==> src/rtl/ps2_keyboard_rx.sv <==
// PS/2 keyboard receiver: synchronises and filters ps2_clk, deframes 11-bit frames,
// decodes E0/F0 prefixes into key events. Define PS2_ASCII_XLATE_EN for ASCII output.
module ps2_keyboard_rx #(
    parameter int unsigned TIMEOUT_CYCLES = 5000,
    parameter int unsigned FILTER_LEN     = 4
) (
    input  logic       clk,
    input  logic       reset,
    input  logic       ps2_clk,
    input  logic       ps2_data,
    output logic [7:0] char,
    output logic       char_valid,
    output logic       is_break,
    output logic       is_extended,
    output logic       enter_pressed,
    output logic       frame_err
);

    localparam int unsigned FW = (FILTER_LEN > 1) ? $clog2(FILTER_LEN) : 1;
    localparam int unsigned TW = (TIMEOUT_CYCLES > 1) ? $clog2(TIMEOUT_CYCLES) : 1;
    localparam logic [FW-1:0] FLT_MAX = FW'(FILTER_LEN - 1);
    localparam logic [TW-1:0] TO_MAX  = TW'(TIMEOUT_CYCLES - 1);

    typedef enum logic [1:0] {
        RX_IDLE,
        RX_BITS,
        RX_CHECK
    } rx_state_t;

    logic [1:0]    clk_sync;
    logic [1:0]    dat_sync;
    logic          clk_s;
    logic          dat_s;
    logic          flt_lvl;
    logic [FW-1:0] flt_cnt;
    logic          flt_flip;
    logic          fall;

    rx_state_t     state;
    logic [3:0]    bit_cnt;
    logic [9:0]    shift;
    logic [10:0]   frame;
    logic [TW-1:0] to_cnt;
    logic          frame_good;
    logic          byte_vld;
    logic [7:0]    byte_q;
    logic          brk;
    logic          ext;

    assign clk_s = clk_sync[1];
    assign dat_s = dat_sync[1];

    always_ff @(posedge clk) begin
        if (reset) begin
            clk_sync <= '1;
            dat_sync <= '1;
        end else begin
            clk_sync <= {clk_sync[0], ps2_clk};
            dat_sync <= {dat_sync[0], ps2_data};
        end
    end

    // The level flips on the FILTER_LEN-th consecutive sample that disagrees with it.
    assign flt_flip = (clk_s != flt_lvl) && (flt_cnt == FLT_MAX);
    assign fall     = flt_flip && flt_lvl;

    always_ff @(posedge clk) begin
        if (reset) begin
            flt_lvl <= 1'b1;
            flt_cnt <= '0;
        end else if (clk_s == flt_lvl) begin
            flt_cnt <= '0;
        end else if (flt_cnt == FLT_MAX) begin
            flt_lvl <= clk_s;
            flt_cnt <= '0;
        end else begin
            flt_cnt <= flt_cnt + 1'b1;
        end
    end

    // Start bit low, odd parity over data+parity, stop bit high.
    assign frame_good = (frame[0] == 1'b0) && (^frame[9:1] == 1'b1) && (frame[10] == 1'b1);

    always_ff @(posedge clk) begin
        if (reset) begin
            state     <= RX_IDLE;
            bit_cnt   <= '0;
            shift     <= '0;
            frame     <= '0;
            to_cnt    <= '0;
            byte_vld  <= 1'b0;
            byte_q    <= '0;
            frame_err <= 1'b0;
        end else begin
            byte_vld  <= 1'b0;
            frame_err <= 1'b0;
            case (state)
                RX_IDLE: begin
                    to_cnt <= '0;
                    if (fall) begin
                        shift   <= {dat_s, shift[9:1]};
                        bit_cnt <= 4'd1;
                        state   <= RX_BITS;
                    end
                end
                RX_BITS: begin
                    if (fall) begin
                        to_cnt <= '0;
                        if (bit_cnt == 4'd10) begin
                            frame   <= {dat_s, shift};
                            bit_cnt <= '0;
                            state   <= RX_CHECK;
                        end else begin
                            shift   <= {dat_s, shift[9:1]};
                            bit_cnt <= bit_cnt + 4'd1;
                        end
                    end else if (to_cnt == TO_MAX) begin
                        to_cnt    <= '0;
                        bit_cnt   <= '0;
                        frame_err <= 1'b1;
                        state     <= RX_IDLE;
                    end else begin
                        to_cnt <= to_cnt + 1'b1;
                    end
                end
                RX_CHECK: begin
                    to_cnt <= '0;
                    if (frame_good) begin
                        byte_vld <= 1'b1;
                        byte_q   <= frame[8:1];
                    end else begin
                        frame_err <= 1'b1;
                    end
                    // The complete frame is already latched, so an edge here can start the next one.
                    if (fall) begin
                        shift   <= {dat_s, shift[9:1]};
                        bit_cnt <= 4'd1;
                        state   <= RX_BITS;
                    end else begin
                        state <= RX_IDLE;
                    end
                end
                default: begin
                    state   <= RX_IDLE;
                    bit_cnt <= '0;
                    to_cnt  <= '0;
                end
            endcase
        end
    end

`ifdef PS2_ASCII_XLATE_EN
    logic       xl_hit;
    logic [7:0] xl_char;

    always_comb begin
        xl_hit  = 1'b1;
        xl_char = 8'h00;
        case (byte_q)
            8'h1C: xl_char = 8'h61;
            8'h32: xl_char = 8'h62;
            8'h21: xl_char = 8'h63;
            8'h23: xl_char = 8'h64;
            8'h24: xl_char = 8'h65;
            8'h2B: xl_char = 8'h66;
            8'h34: xl_char = 8'h67;
            8'h33: xl_char = 8'h68;
            8'h43: xl_char = 8'h69;
            8'h3B: xl_char = 8'h6A;
            8'h42: xl_char = 8'h6B;
            8'h4B: xl_char = 8'h6C;
            8'h3A: xl_char = 8'h6D;
            8'h31: xl_char = 8'h6E;
            8'h44: xl_char = 8'h6F;
            8'h4D: xl_char = 8'h70;
            8'h15: xl_char = 8'h71;
            8'h2D: xl_char = 8'h72;
            8'h1B: xl_char = 8'h73;
            8'h2C: xl_char = 8'h74;
            8'h3C: xl_char = 8'h75;
            8'h2A: xl_char = 8'h76;
            8'h1D: xl_char = 8'h77;
            8'h22: xl_char = 8'h78;
            8'h35: xl_char = 8'h79;
            8'h1A: xl_char = 8'h7A;
            8'h45: xl_char = 8'h30;
            8'h16: xl_char = 8'h31;
            8'h1E: xl_char = 8'h32;
            8'h26: xl_char = 8'h33;
            8'h25: xl_char = 8'h34;
            8'h2E: xl_char = 8'h35;
            8'h36: xl_char = 8'h36;
            8'h3D: xl_char = 8'h37;
            8'h3E: xl_char = 8'h38;
            8'h46: xl_char = 8'h39;
            8'h29: xl_char = 8'h20;
            8'h5A: xl_char = 8'h0D;
            8'h66: xl_char = 8'h08;
            default: xl_hit = 1'b0;
        endcase
    end
`endif

    always_ff @(posedge clk) begin
        if (reset) begin
            char          <= 8'h00;
            char_valid    <= 1'b0;
            is_break      <= 1'b0;
            is_extended   <= 1'b0;
            enter_pressed <= 1'b0;
            brk           <= 1'b0;
            ext           <= 1'b0;
        end else begin
            char_valid    <= 1'b0;
            enter_pressed <= 1'b0;
            if (frame_err) begin
                brk <= 1'b0;
                ext <= 1'b0;
            end else if (byte_vld) begin
                if (byte_q == 8'hE0) begin
                    ext <= 1'b1;
                end else if (byte_q == 8'hF0) begin
                    brk <= 1'b1;
                end else begin
                    brk           <= 1'b0;
                    ext           <= 1'b0;
                    enter_pressed <= (byte_q == 8'h5A) && !brk;
`ifdef PS2_ASCII_XLATE_EN
                    if (!brk && xl_hit) begin
                        char_valid  <= 1'b1;
                        char        <= xl_char;
                        is_break    <= 1'b0;
                        is_extended <= ext;
                    end
`else
                    char_valid  <= 1'b1;
                    char        <= byte_q;
                    is_break    <= brk;
                    is_extended <= ext;
`endif
                end
            end
        end
    end

endmodule

==> config.mk <==
export PLATFORM = sky130hd
export DESIGN_NAME = ps2_keyboard_rx
export DESIGN_NICKNAME = d
export VERILOG_FILES = /design/src/rtl/ps2_keyboard_rx.sv
export SDC_FILE = /design/constraint.sdc
export NUM_CORES = 1
export LEC_CHECK = 0
export ABC_CLOCK_PERIOD_IN_PS = 1700
export BUFFER_PORTS_ARGS = -buffer_cell sky130_fd_sc_hd__buf_2
export CAP_MARGIN = 5
export CORE_MARGIN = 3
export CORE_UTILIZATION = 45
export DETAILED_ROUTE_END_ITERATION = 12
export HOLD_SLACK_MARGIN = 0.1
export SLEW_MARGIN = 20
export SYNTH_ARGS = -nofsm -noshare
export SYNTH_HDL_FRONTEND = slang
export SYNTH_SLANG_ARGS = --single-unit
==> constraint.sdc <==
create_clock -name clk -period 1.7 [get_ports clk]
set_input_delay 0.17 -clock clk [delete_from_list [all_inputs] [get_ports clk]]
set_output_delay 0.17 -clock clk [all_outputs]
set_load 0.01 [all_outputs]
---- Word-level counts from Yosys, hierarchy flattened ----
Cells that the tools add are included.
cells by class
  $add $sub $neg .......................... 3
  equality and inequality tests ........... 17
  muxes and demuxes ....................... 24
  bitwise gates (word level) .............. 8
  reduce and logical (&&, ||, !) cells .... 25
operators by type and width
  kind                                                                    number
  10-bit two-way mux                                                      3
  10-bit case mux with 2 select lines                                     1
  8-bit equality test (second input constant)                             2
  4-bit two-way mux                                                       4
  13-bit by 1-bit adder with 13-bit output (second input constant)        1
  13-bit equality test (second input constant)                            1
  2-bit AND reduction                                                     5
  1-bit two-way mux                                                       9
  9-bit XOR reduction                                                     1
  8-bit by 7-bit equality test with 1-bit output (second input constant)  1
  2-bit two-way mux                                                       4
  2-bit inequality test (second input constant)                           4
  1-bit NOT                                                               8
  4-bit case mux with 2 select lines                                      1
  4-bit AND reduction                                                     2
  4-bit OR reduction                                                      2
  3-bit inequality test (second input constant)                           2
  2-bit case mux with 3 select lines                                      1
  3-bit AND reduction                                                     2
  2-bit OR reduction                                                      3
  1-bit logical AND                                                       5
  5-bit OR reduction                                                      1
  4-bit by 1-bit adder with 4-bit output (second input constant)          1
  2-bit equality test (second input constant)                             2
  other kinds (11)                                                        11
storage, ports and cells
  flip-flop bits (word level) ............. 71
  bits of input ports ..................... 4
  output and inout bits ................... 13
  logic and storage cells ................. 96

---- Depth between registers and ports, before layout ----
  depth after elaboration ................. 5
  gate-level depth with buffers ........... 8
  depth with buffers taken out ............ 7

---- Worst setup path before layout ----
OpenSTA, ideal clock, no wires.
  kind .................................... reg-to-reg
  from .................................... register to_cnt[4]
  to ...................................... register bit_cnt[0]
  library setup time ...................... 0.071 ns
  data arrival time ....................... 1.686 ns
  data required time ...................... 1.629 ns
  path slack .............................. -0.056 ns
  cell stages (with the launch flop) ...... 6
  buffers on the path ..................... 0
  clock period less this slack ............ 1.756 ns
  cells stage by stage .................... dfxtp_1 > or4b_4 > o31ai_4 > a21oi_2 > or3b_1 > a21oi_1
on the way
  cells in the longest elaborated chain, start to end .. 3
RTL lines
  what                                    line  text
  from (decl)                             43    logic [TW-1:0] to_cnt;
  from (signal assigned)                  123   to_cnt <= to_cnt + 1'b1;
  13-bit equality test                    117   end else if (to_cnt == TO_MAX) begin
  3-bit inequality test (no source line)  n/a
  2-bit AND reduction (no source line)    n/a
  to (signal assigned)                    115   bit_cnt <= bit_cnt + 4'd1;
  to (decl)                               40    logic [3:0] bit_cnt;
No other way between the ends.
A chain may end at the register's enable or synchronous reset.

---- Worst setup path after layout ----
Ends and elaborated chain as after synthesis.

==> flow_metrics.py <==
metrics = {
    "hold_path": {
        "min_from": "reset",
        "hp-class": "in2reg",
        "whs_path_depth": 2,
    },
    "setup_path": {
        "end_kind": "flop",
        "critPathMaxFanout": 2,
        "reg2regPathDepth": 5,
        "cp.arrival_ns": 2.02,
        "cp.required_ns": 1.98,
        "critPathKind": "reg2reg",
        "timing.rr.start": "to_cnt[4]",
        "startpoint_type": "flop",
        "cp-startpoint": "to_cnt[4]",
    },
    "final_layout": {
        "fin_cells": 445,
        "syn_to_final_growth_pct": 26.6,
        "drive_gt1_frac": 0.262,
        "diodes": 0,
        "fin_nets": 378,
    },
    "floorplan": {
        "die_w_um": 86.6,
        "die_h_um": 86.6,
        "initial_utilization": 0.479,
        "coreArea_um2": 6100,
        "io_pins": 17,
        "die-area_um2": 7500,
        "rows": 28,
    },
    "global_route": {
        "antenna_found_initial": 0,
        "grt_overflow": 0,
        "grt_max_degree": 48,
        "grt_pass1_vias": 2046,
        "track_usage": 0.160,
        "grt_pass1_wl_um": 9340,
    },
    "clock_network": {
        "clockBufferDepth": 2,
        "cts_tree": "built",
        "clkLatencyLatePin_ns": 0.34,
        "clockRootBuffer": "clkbuf_8",
        "cts_sinks": 71,
        "cts_htree_levels": 3,
        "cts.clk_slew.worst_paths_ns": 0.07,
        "numCtsBuffers": 9,
    },
    "sta": {
        "whs_ns": 0.141,
        "slew-limit-headroom": 0.756,
        "period_share": 1.03,
        "fin_setup_tns_ns": -0.0727,
        "skew_ns": 0.00913,
        "setup_viol": 3,
        "slew_violations": 0,
        "hold_violations": 0,
        "setup_slack_ns": -0.0454,
        "fin_crit_ns": 1.75,
        "tightestPinTransition_ns": 0.357,
        "rsz0062_at_grt": "yes",
        "max_freq_mhz": 573,
    },
    "synth": {
        "syn-num-nets": 322,
        "synth-edff-count": 0,
        "muxShareOfSynthArea": 0.104,
        "ys_async_sr_fraction": 0,
        "ys_seq_area_frac": 0.487,
        "synth_compound_area_frac": 0.0899,
        "yosysTopAreaCell": "dfxtp_1",
        "synth-simple-area-share": 0.194,
        "synth_top_family_by_area": "simple AND/OR/NAND/NOR gates",
        "synth_xor_area_frac": 0.0634,
        "avgSynthCellArea_um2": 9.42,
        "syn-cell-area_um2": 2920,
        "synth-main-ff-cell": "dfxtp_1",
        "yosysUniqueCellTypes": 40,
        "yosys_warnings": 0,
        "yosysMostFrequentCell": "dfxtp_1",
        "ys_ff_latch": 71,
        "synth_commonest_cells": "dfxtp_1, nor2_1, mux2i_1",
        "synth_top_area_share": 0.487,
        "synth_adder_area_share": 0.0343,
        "syn_inst": 310,
        "synth_area_leaders": "dfxtp_1, mux2i_1, nor2_1",
    },
    "pwr": {
        "pwr-share-seq": 0.523,
        "ir_drop_mv": 0.576,
        "combPwrFrac": 0.012,
        "sw_frac_of_total": 0.204,
        "pwr-share-clk": 0.465,
        "power_leakage_nw": 1.51,
        "p_total_w": 0.00319,
        "p_per_area_nw_per_um2": 863,
        "p_int_w": 0.00254,
        "p_sw_w": 0.000652,
    },
    "run_status": {
        "status": "finished, violations left",
        "violations": "setup timing",
    },
    "placement": {
        "port_buffers": 16,
        "dp.final_hpwl_um": 3830,
        "gp_congestion": 0.788,
        "dp.cells": 428,
    },
    "run": {
        "max_cap_viol_count": 0,
    },
    "route": {
        "dr.pass1.iters": 4,
        "final_antenna_net_count": 0,
        "routed_wl_um": 5590,
        "via_per_inst": 5.10,
        "drc": 0,
        "vias": 2270,
        "drt_iter0_drc": 107,
        "routedWlPerCell_um": 12.6,
    },
}
routing by layer:
layer,share of wire,global-route usage
met3,0.030,0.0342
met1,0.55,0.235
met5,0,0
met4,0.021,0.0850
met2,0.40,0.216
registers in the layout, indices dropped and copies added (netlist names), 2 cells and up:
register and cells:
bit_cnt 4, byte_q 8, char 8, clk_sync 2, dat_sync 2, flt_cnt 2
frame 11, shift 10, state 2, to_cnt 13
worst paths after layout:
check | to | slack [ns]
worst max register to register | bit_cnt[0] | -0.05
worst min-delay path | state[0] | 0.14
worst max-delay path | bit_cnt[0] | -0.05
worst min register to register | flt_cnt[0] | 0.41
cell usage in the layout (no fill, tap or decap), types with 2 or more instances in the layout:
cell type / instances
a21oi_1: 19
a21oi_2: 3
buf_12: 4
buf_2: 16
buf_4: 35
bufinv_16: 2
clkbuf_8: 10
clkinvlp_4: 3
dfxtp_1: 64
dfxtp_2: 7
dlygate4sd3_1: 2
ha_1: 8
inv_1: 9
mux2i_1: 25
mux2i_2: 3
nand2_1: 22
nand2b_1: 2
nand3_1: 8
nand3b_1: 2
nand4_1: 3
nor2_1: 56
nor3_1: 5
nor4_1: 2
o21ai_0: 13
o21ai_1: 2
or2_2: 3
or3_1: 4
or4b_4: 2
xnor2_1: 9
xnor3_2: 2
xor2_1: 6
area by class of cell:
| type | count | area [µm²] |
|---|---|---|
| Clock buffer | 10 | 138 |
| Sequential cell | 71 | 1430 |
| Fill cell | 538 | 2400 |
| Timing Repair Buffer | 57 | 443 |
| Multi-Input combinational cell | 218 | 1480 |
| Clock inverter | 5 | 82.6 |
| Inverter | 9 | 33.8 |
| Tap cell | 75 | 93.8 |
metrics by stage:
| step | utilization | setup WS [ns] | cell area [µm²] |
|---|---|---|---|
| after floorplan | - | -0.0250 | 2930 |
| after global placement | 0.557 | -0.0386 | 3400 |
| after detailed placement | 0.557 | -0.0506 | 3400 |
| after CTS | 0.599 | -0.0372 | 3650 |
| after global routing | 0.607 | -0.128 | 3700 |
| final | 0.607 | -0.0454 | 3700 |
cell families after synthesis:
| family | Yosys count |
|---|---|
| buf+inv | 21 |
| compound gates | 44 |
| xor+xnor | 18 |
| simple gates | 119 |
| fa+ha+maj | 8 |
| flops | 71 |
| mux | 29 |
power by group through the flow:
stage	clock network, W	registers, W	logic [W]
floorplan	0	0.00171	0.0000237
global placement	0	0.00171	0.0000368
detailed placement	0	0.00171	0.0000367
CTS	0.00152	0.00167	0.0000403
global route	0.00158	0.00167	0.0000444
finish	0.00148	0.00167	0.0000398
timing repair:
item / CTS / global route
hold endpoints to repair: 2 / 0
setup endpoints to repair: 19 / 48
hold buffers: 2 / 0
gates resized for setup: 3 / 14
pin swaps: 3 / 5
setup buffers: 0 / 0
worst max-delay path, cell delays in order, from the launching register on:
cell and delay, ns:
dfxtp_1 0.31, or4b_4 0.55, o31ai_4 0.26, a21oi_2 0.08, or3b_1 0.37, a21oi_2 0.12
No activity file was read; power rests on OpenSTA's default activity.
